$ cat src/rtl/core_pkg.sv
// Core-wide configuration shared by the pipeline and its observers.
package core_pkg;
    localparam int XLEN = 32;
endpackage

$ cat src/rtl/trace_pkg.sv
// Retire trace record layout, kind-mask bit positions and tohost default.
package trace_pkg;
    import core_pkg::*;

    localparam int KIND_WB  = 0;
    localparam int KIND_ST  = 1;
    localparam int KIND_PCL = 2;

    localparam logic [XLEN-1:0] TOHOST_ADDR_DEF = 32'h1000_0000;

    typedef struct packed {
        logic [31:0]     stamp;
        logic [2:0]      kind;
        logic [XLEN-1:0] wb_tag;
        logic [31:0]     wb_instr;
        logic [4:0]      wb_rd;
        logic [XLEN-1:0] wb_data;
        logic [XLEN-1:0] wb_pc;
        logic [XLEN-1:0] st_tag;
        logic [31:0]     st_instr;
        logic [XLEN-1:0] st_addr;
        logic [XLEN-1:0] st_data;
    } trace_rec_t;
endpackage

$ cat src/rtl/trace_fifo.sv
// Synchronous power-of-two FIFO; a push into a full FIFO is accepted only alongside a pop.
module trace_fifo #(
    parameter int DEPTH = 16,
    parameter int W     = 8
) (
    input  logic         clk,
    input  logic         rst_n,
    input  logic         push,
    input  logic         pop,
    input  logic [W-1:0] din,
    output logic [W-1:0] dout,
    output logic         full,
    output logic         empty
);
    localparam int AW = $clog2(DEPTH);

    logic [W-1:0] mem [DEPTH];
    logic [AW:0]  wr_ptr, rd_ptr;
    logic         do_push, do_pop;

    // Extra pointer bit distinguishes full from empty when the indices match.
    assign empty   = (wr_ptr == rd_ptr);
    assign full    = (wr_ptr[AW] != rd_ptr[AW]) && (wr_ptr[AW-1:0] == rd_ptr[AW-1:0]);
    assign do_pop  = pop & ~empty;
    assign do_push = push & (~full | do_pop);
    assign dout    = mem[rd_ptr[AW-1:0]];

    always_ff @(posedge clk) begin
        if (do_push) mem[wr_ptr[AW-1:0]] <= din;
    end

    always_ff @(posedge clk or negedge rst_n) begin
        if (!rst_n) begin
            wr_ptr <= '0;
            rd_ptr <= '0;
        end else begin
            if (do_push) wr_ptr <= wr_ptr + 1'b1;
            if (do_pop)  rd_ptr <= rd_ptr + 1'b1;
        end
    end
endmodule

$ cat src/rtl/retire_trace_unit.sv
// Captures retiring writebacks/stores into a trace FIFO, detects tohost end-of-test.
// Define RETIRE_TRACE_WATCHDOG_EN to build the idle watchdog driving hang_o.
module retire_trace_unit
    import core_pkg::*, trace_pkg::*;
#(
    parameter int              DEPTH       = 16,
    parameter logic [XLEN-1:0] TOHOST_ADDR = TOHOST_ADDR_DEF,
    parameter int              WDOG_LIMIT  = 1000
) (
    input  logic            clk,
    input  logic            rst_n,
    input  logic            wb_valid_i,
    input  logic [XLEN-1:0] wb_tag_i,
    input  logic [31:0]     wb_instr_i,
    input  logic [4:0]      wb_rd_i,
    input  logic [XLEN-1:0] wb_data_i,
    input  logic            wb_pc_load_i,
    input  logic [XLEN-1:0] wb_pc_i,
    input  logic            st_valid_i,
    input  logic [XLEN-1:0] st_tag_i,
    input  logic [31:0]     st_instr_i,
    input  logic [XLEN-1:0] st_addr_i,
    input  logic [XLEN-1:0] st_data_i,
    input  logic            dccm_wen_i,
    input  logic [XLEN-1:0] dccm_waddr_i,
    output logic            trc_valid_o,
    input  logic            trc_ready_i,
    output trace_rec_t      trc_rec_o,
    output logic            overflow_o,
    output logic [15:0]     drop_cnt_o,
    output logic            finish_o,
    output logic            hang_o,
    output logic [31:0]     cycle_cnt_o
);
    trace_rec_t rec;
    logic       push, pop, full, empty, drop;
    logic       tohost_seen, finish_q;

    assign push = wb_valid_i | st_valid_i;
    assign pop  = trc_valid_o & trc_ready_i;
    assign drop = push & full & ~pop;

    always_comb begin
        rec                = '0;
        rec.stamp          = cycle_cnt_o;
        rec.kind[KIND_WB]  = wb_valid_i;
        rec.kind[KIND_ST]  = st_valid_i;
        rec.kind[KIND_PCL] = wb_valid_i & wb_pc_load_i;
        if (wb_valid_i) begin
            rec.wb_tag   = wb_tag_i;
            rec.wb_instr = wb_instr_i;
            rec.wb_rd    = wb_rd_i;
            rec.wb_data  = wb_data_i;
            if (wb_pc_load_i) rec.wb_pc = wb_pc_i;
        end
        if (st_valid_i) begin
            rec.st_tag   = st_tag_i;
            rec.st_instr = st_instr_i;
            rec.st_addr  = st_addr_i;
            rec.st_data  = st_data_i;
        end
    end

    trace_fifo #(.DEPTH(DEPTH), .W($bits(trace_rec_t))) u_fifo (
        .clk   (clk),
        .rst_n (rst_n),
        .push  (push),
        .pop   (pop),
        .din   (rec),
        .dout  (trc_rec_o),
        .full  (full),
        .empty (empty)
    );

    assign trc_valid_o = ~empty;
    // Finish may only rise once everything queued before it has drained.
    assign finish_o    = finish_q | (tohost_seen & empty);

    always_ff @(posedge clk or negedge rst_n) begin
        if (!rst_n) begin
            cycle_cnt_o <= '0;
            overflow_o  <= 1'b0;
            drop_cnt_o  <= '0;
            tohost_seen <= 1'b0;
            finish_q    <= 1'b0;
        end else begin
            cycle_cnt_o <= cycle_cnt_o + 32'd1;
            finish_q    <= finish_o;
            if (dccm_wen_i && dccm_waddr_i == TOHOST_ADDR) tohost_seen <= 1'b1;
            if (drop) begin
                overflow_o <= 1'b1;
                if (drop_cnt_o != 16'hFFFF) drop_cnt_o <= drop_cnt_o + 16'd1;
            end
        end
    end

`ifdef RETIRE_TRACE_WATCHDOG_EN
    localparam int IW = $clog2(WDOG_LIMIT + 2);
    logic [IW-1:0] idle_cnt;

    always_ff @(posedge clk or negedge rst_n) begin
        if (!rst_n) begin
            idle_cnt <= '0;
            hang_o   <= 1'b0;
        end else begin
            if (push)                               idle_cnt <= '0;
            else if (idle_cnt != IW'(WDOG_LIMIT + 1)) idle_cnt <= idle_cnt + 1'b1;
            if (idle_cnt > IW'(WDOG_LIMIT) && !finish_o) hang_o <= 1'b1;
        end
    end
`else
    assign hang_o = 1'b0;
`endif
endmodule

$ cat config.mk
export PLATFORM = sky130hd
export DESIGN_NAME = retire_trace_unit
export DESIGN_NICKNAME = d
export VERILOG_FILES = /design/src/rtl/core_pkg.sv /design/src/rtl/trace_pkg.sv /design/src/rtl/trace_fifo.sv /design/src/rtl/retire_trace_unit.sv
export SDC_FILE = /design/constraint.sdc
export NUM_CORES = 2
export LEC_CHECK = 0
export BUFFER_PORTS_ARGS = -buffer_cell sky130_fd_sc_hd__clkbuf_2
export CAP_MARGIN = 20
export CORE_MARGIN = 1
export CORE_UTILIZATION = 40
export CTS_CLUSTER_SIZE = 28
export DETAILED_ROUTE_END_ITERATION = 16
export SYNTH_ARGS = -nofsm -noshare
export SYNTH_HDL_FRONTEND = slang
export SYNTH_MEMORY_MAX_BITS = 65536
export SYNTH_SLANG_ARGS = --single-unit
$ cat constraint.sdc
create_clock -name clk -period 22.6 [get_ports clk]
set_input_delay 4.52 -clock clk [delete_from_list [all_inputs] [get_ports clk]]
set_output_delay 4.52 -clock clk [all_outputs]
set_load 0.03 [all_outputs]
# After elaboration in Yosys (flattened, before gate mapping)

Memories as Yosys holds them, arrays and structs flattened.
Cells that the tools add are included.

Flip-flop bits (word level): 61
Memories kept: 1
Logic and storage cells: 38
Input bits: 300
Memory bits (writable): 4736

Memory list:

| memory     | depth | bits a word | read ports | clocked after memory_dff | wr ports | line             | RTL |
|---|---|---|---|---|---|---|---|
| u_fifo.mem | 16    | 296         | 1          | 0                        | 1        | trace_fifo.sv:17 | `logic [W-1:0] mem [DEPTH];` |

$add $sub $neg: 4
Multiplexer cells: 5
Bitwise operators: 13
Equal/unequal tests: 5
Reduce and logical (&&, ||, !) cells: 3

Operators by type and width:

| cell                  | number |
|---|---|
| $mux 133              | 1 |
| $mux 128              | 1 |
| $add 32x1->32 const B | 1 |
| $eq 32x29->1 const B  | 1 |
| $mux 32               | 1 |
| $add 16x1->16 const B | 1 |
| $ne 16x16->1 const B  | 1 |
| $add 5x1->5 const B   | 2 |
| $and 1x1->1           | 7 |
| $eq 5x5->1            | 1 |
| $eq 4x4->1            | 1 |
| $not 1->1             | 3 |
| $or 1x1->1            | 3 |
| $logic_and 1x1->1     | 2 |
| $mux 1                | 2 |
| $reduce_and 2->1      | 1 |
| $ne 1x1->1            | 1 |

# Longest topological paths before layout

Depth after elaboration: 8
Mapped depth: 9
Depth with buffers taken out: 6

# Hierarchy

Synthesis repeated with hierarchy kept, for this count alone.

Cells, all modules: 7815
Area, all modules: 181376.5 um2

By module, submodules not included:

| module            | area each (um2) | instances | cells each | sequential area each (um2) |
|---|---|---|---|---|
| trace_fifo        | 176969.7        | 1         | 7279       | 142466.6 |
| retire_trace_unit | 4406.7          | 1         | 536        | 1276.2 |

# Least setup slack after synthesis

Ideal clock, no wire load.

Path kind: input -> register
Start point: input port wb_valid_i
End point: memory u_fifo.mem[3][0] in the netlist's numbering, enable pin
Required time: 21285 ps
Path buffers: 1
Cell stages on the path: 5
Arrival: 25174 ps
Slack: -3889 ps
Cells stage by stage: clkbuf_1 > nor2_1 > a21oi_2 > nand2_1 > nor3_1

Word-level cells in the longest chain between the ends: 4

Ends and longest elaborated chain:

| what                         | line                    | RTL |
|---|---|---|
| from (decl)                  | retire_trace_unit.sv:12 | `input logic wb_valid_i,` |
| $or 1x1->1                   | retire_trace_unit.sv:39 | `assign push = wb_valid_i \| st_valid_i;` |
| $and 1x1->1                  | trace_fifo.sv:25        | `assign do_push = push & (~full \| do_pop);` |
| $mux 1                       | trace_fifo.sv:29        | `if (do_push) mem[wr_ptr[AW-1:0]] <= din;` |
| $mux 1 (implied by the code) | trace_fifo.sv:29        |  |
| to (decl)                    | trace_fifo.sv:17        |  |

No other way between the ends.

==> results.toml <==
[outcome]
outcome = "finished clean"

[drt]
ant_nets = 0
routedWlPerCell_um = 29.7
dr.first_iter.drc_count = 9076
finalWirelength_mm = 465
via_per_inst = 5.63
drc = 0
dr.pass1.iters = 5
dr_total_vias = 88100

[timing]
tightest_slew_ps = 1190
fin_crit_ps = 11250
fmax_mhz = 88.9
tns_ps = 0
fin_worst_skew_ps = 67.1
finalWorstSetupSlack_ps = 11350
hold_viol_final = 0
rsz0062_at_grt = "no"
maxSlewHeadroom_pct = 21.0
setup-violations-final = 0
drv_slew = 0
fin_crit_sh_pct = 49.8

[finish]
area_growth_pct = 14.1
instances_no_fill = 15600
fillers = 37700
drive_gt1_share_pct = 30.2
nets = 9386

[logic_synthesis]
synth_edf_count = 4736
yosysWarnings = 0
synth_compound_area_share_pct = 2.29
yosys.area_share.xor_xnor_pct = 0.271
ys.flop_type = "edfxtp_1"
muxShareOfSynthArea_pct = 16.2
synth_nets = 8559
ys_seq_area_share_pct = 78.2
yosysUniqueCellTypes = 45
synth-simple-area-share_pct = 1.67
synth_top_family_by_area = "multiplexers"
synthAdderAreaFrac_pct = 0.0476
synth_seq_cells = 4797
mappedNetlistArea_mm2 = 0.184
syn_avg_cell_area_um2 = 22.3
async_flop_share_pct = 1.27
syn_inst = 8252

[setup_path]
r2r_start = "u_fifo.rd_ptr[0]"
critPathLaunchType = "flop"
crit_fanout = 100
critPathLaunch = "u_fifo.rd_ptr[0]"
crit_buf_inv = 5
path_class = "reg -> out"
reg2reg_depth = 10
critPathCaptureType = "output port"
cp_top_family = "buffers and inverters"
cp.required_ps = 18080
path_cells = "buf_4 > buf_12 > buf_4 > buf_4 > mux4_2 > mux4_2 > clkbuf_2"
worst_path_max_delay_cell = "dfrtp_4"
cp-endpoint = "trc_rec_o[155]"
path_depth = 7
r2r_end = "u_fifo.mem[2][189]"
critPathMaxStageDelay_ps = 950
worstPathArrival_ps = 6730
crit_top_cell = "buf_4"
r2r_slack_ps = 15650

[power_and_ir_drop]
irDropWorstVdd_mv = 0.201
static-leakage-power_nw = 68.7
p_per_area_mw_per_mm2 = 136

[place]
io_buffers = 646
dp_slack_ps = 12250
gp_congestion = 0.744
hpwlAfterDp_mm = 234
placed_cells = 14700

[cts]
clock-sinks = 4797
clk_latency_ps = 1070
h-tree-depth = 5
hold_buffers = 0
cts-buffers-inserted = 480
cts_setup_buffers = 0
clk_pin_slew_ps = 60
cts_resized = 0
tritoncts = "done"
cts-root-buf = "clkbuf_16"
cts_buffer_depth = 4

[flow_run]
maxCapViolations = 0

[global_routing]
grt_pass1_wl_mm = 660
overflow = 0
grt_antenna_before_repair = 40
grt_pass1_vias = 92000
grt_max_degree = 148
track_usage_pct = 19.6

[floorplanning]
die_h_um = 680
fp.dieW_um = 680
start_util_pct = 40.2
rows = 248
io_pins = 648
core_area_mm2 = 0.457
die_area_mm2 = 0.462

[worst_hold_path]
hold_path_class = "reg -> reg"
[metrics by stage]
stage,hold slack [ps],utilization (%),area (um2),power (W)
floorplan,428,-,184000,0.0184
global placement,445,42.5,194000,0.0210
detailed placement,456,42.5,194000,0.0211
CTS,469,45.9,210000,0.0288
global route,490,45.9,210000,0.0295
finish,466,45.9,210000,0.0285
[worst min-delay path by stage]
stage / end / depth (start not counted) / from / slack [ps]
final: tohost_seen / 2 / tohost_seen / 470
after global routing: cycle_cnt_o[12] / 1 / cycle_cnt_o[12] / 490
after CTS: tohost_seen / 2 / tohost_seen / 470
after detailed placement: tohost_seen / 2 / tohost_seen / 460
after global placement: tohost_seen / 2 / tohost_seen / 450
after floorplan: tohost_seen / 2 / tohost_seen / 430
[per-layer routing]
| metal | GRT usage (%) | vias up | part of all wire, % |
|---|---|---|---|
| met4 | 5.09 | 16 | 2.5 |
| met5 | 0 | - | 0.024 |
| met2 | 32.5 | 3217 | 49 |
| met3 | 2.87 | 668 | 6.3 |
| met1 | 27.2 | 47800 | 42 |
| li1 | - | 36400 | - |
[report_power, final]
group          internal [W]  leakage (nW)  switching (W)
registers            0.0111          44.9       0.000321
clock network       0.00435          7.42        0.00339
logic               0.00334          16.4        0.00601
total                0.0188          68.7        0.00972
[layout make-up]
type	instances	area (um2)	area share (%)
Timing Repair Buffer	826	5160	2.46
Tap cell	6125	7660	3.65
Inverter	8	30.0	0.0143
Multi-Input combinational cell	2966	37800	18.0
Clock buffer	585	12500	5.96
Clock inverter	307	2790	1.33
Sequential cell	4797	144000	68.5
Antenna cell	22	55.1	0.0262
[sequential cells by signal, summed over array words and instances (netlist names)]
| signal | flops |
|---|---|
| u_fifo.rd_ptr | 5 |
| tohost_seen | 1 |
| finish_q | 1 |
| overflow_o | 1 |
| u_fifo.wr_ptr | 5 |
| drop_cnt_o | 16 |
| u_fifo.mem | 4736 |
| cycle_cnt_o | 32 |
[Yosys cell counts (60+ instances only)]
cell type	instances	share of area [%]
a22oi_1	106	0.43
buf_2	162	0.44
mux2_2	314	1.9
edfxtp_1	4736	77
o21ai_0	214	0.58
a221oi_1	106	0.50
nor2_1	93	0.19
and2_1	231	0.79
dfrtp_1	61	0.83
clkbuf_1	213	0.43
nand2_1	129	0.26
o22ai_1	138	0.47
mux2i_1	319	1.7
buf_4	60	0.24
mux4_2	1024	13
a21oi_1	106	0.29
[cells in the final DEF, fill, tap and decap left out, types with 5 or more instances in the layout]
cell           n
a21oi_1      106
mux2i_1      319
clkbuf_8       8
xor2_1        26
and3_1        40
inv_1          8
clkbuf_2     643
clkinv_8       6
nand3_1       16
clkinv_16     10
o21ai_0      214
a22oi_1      106
and2_1       230
mux2_2       314
nor2_1        82
mux4_2      1024
clkbuf_16    481
edfxtp_1    4736
clkinvlp_4    21
clkinv_2      82
nor3_2         5
nor4_1         7
bufinv_16     36
clkbuf_1      96
nand4_1       14
nor2_4        11
buf_16         5
nand2_1      129
clkinv_4       5
buf_4        139
ha_1           7
buf_12        37
a221oi_1     106
clkinv_1     131
inv_6          9
dfrtp_1       57
inv_16         6
xnor2_1       31
diode_2       22
o22ai_1      138
[worst min-delay path, stage by stage (launching register included)]
cell	delay, ps
dfrtp_1	320
inv_1	40
o21ai_0	60
[cell families (layout without fill, tap and decap cells)]
family          after synthesis  count (layout)
simple gates                570             570
compound gates              673             673
flops                      4797            4797
xor+xnor                     57              57
mux                        1658            1658
buf+inv                     489            1726
fa+ha+maj                     7               7
other cells                   1              23
Power figures use the tool's default switching activity.
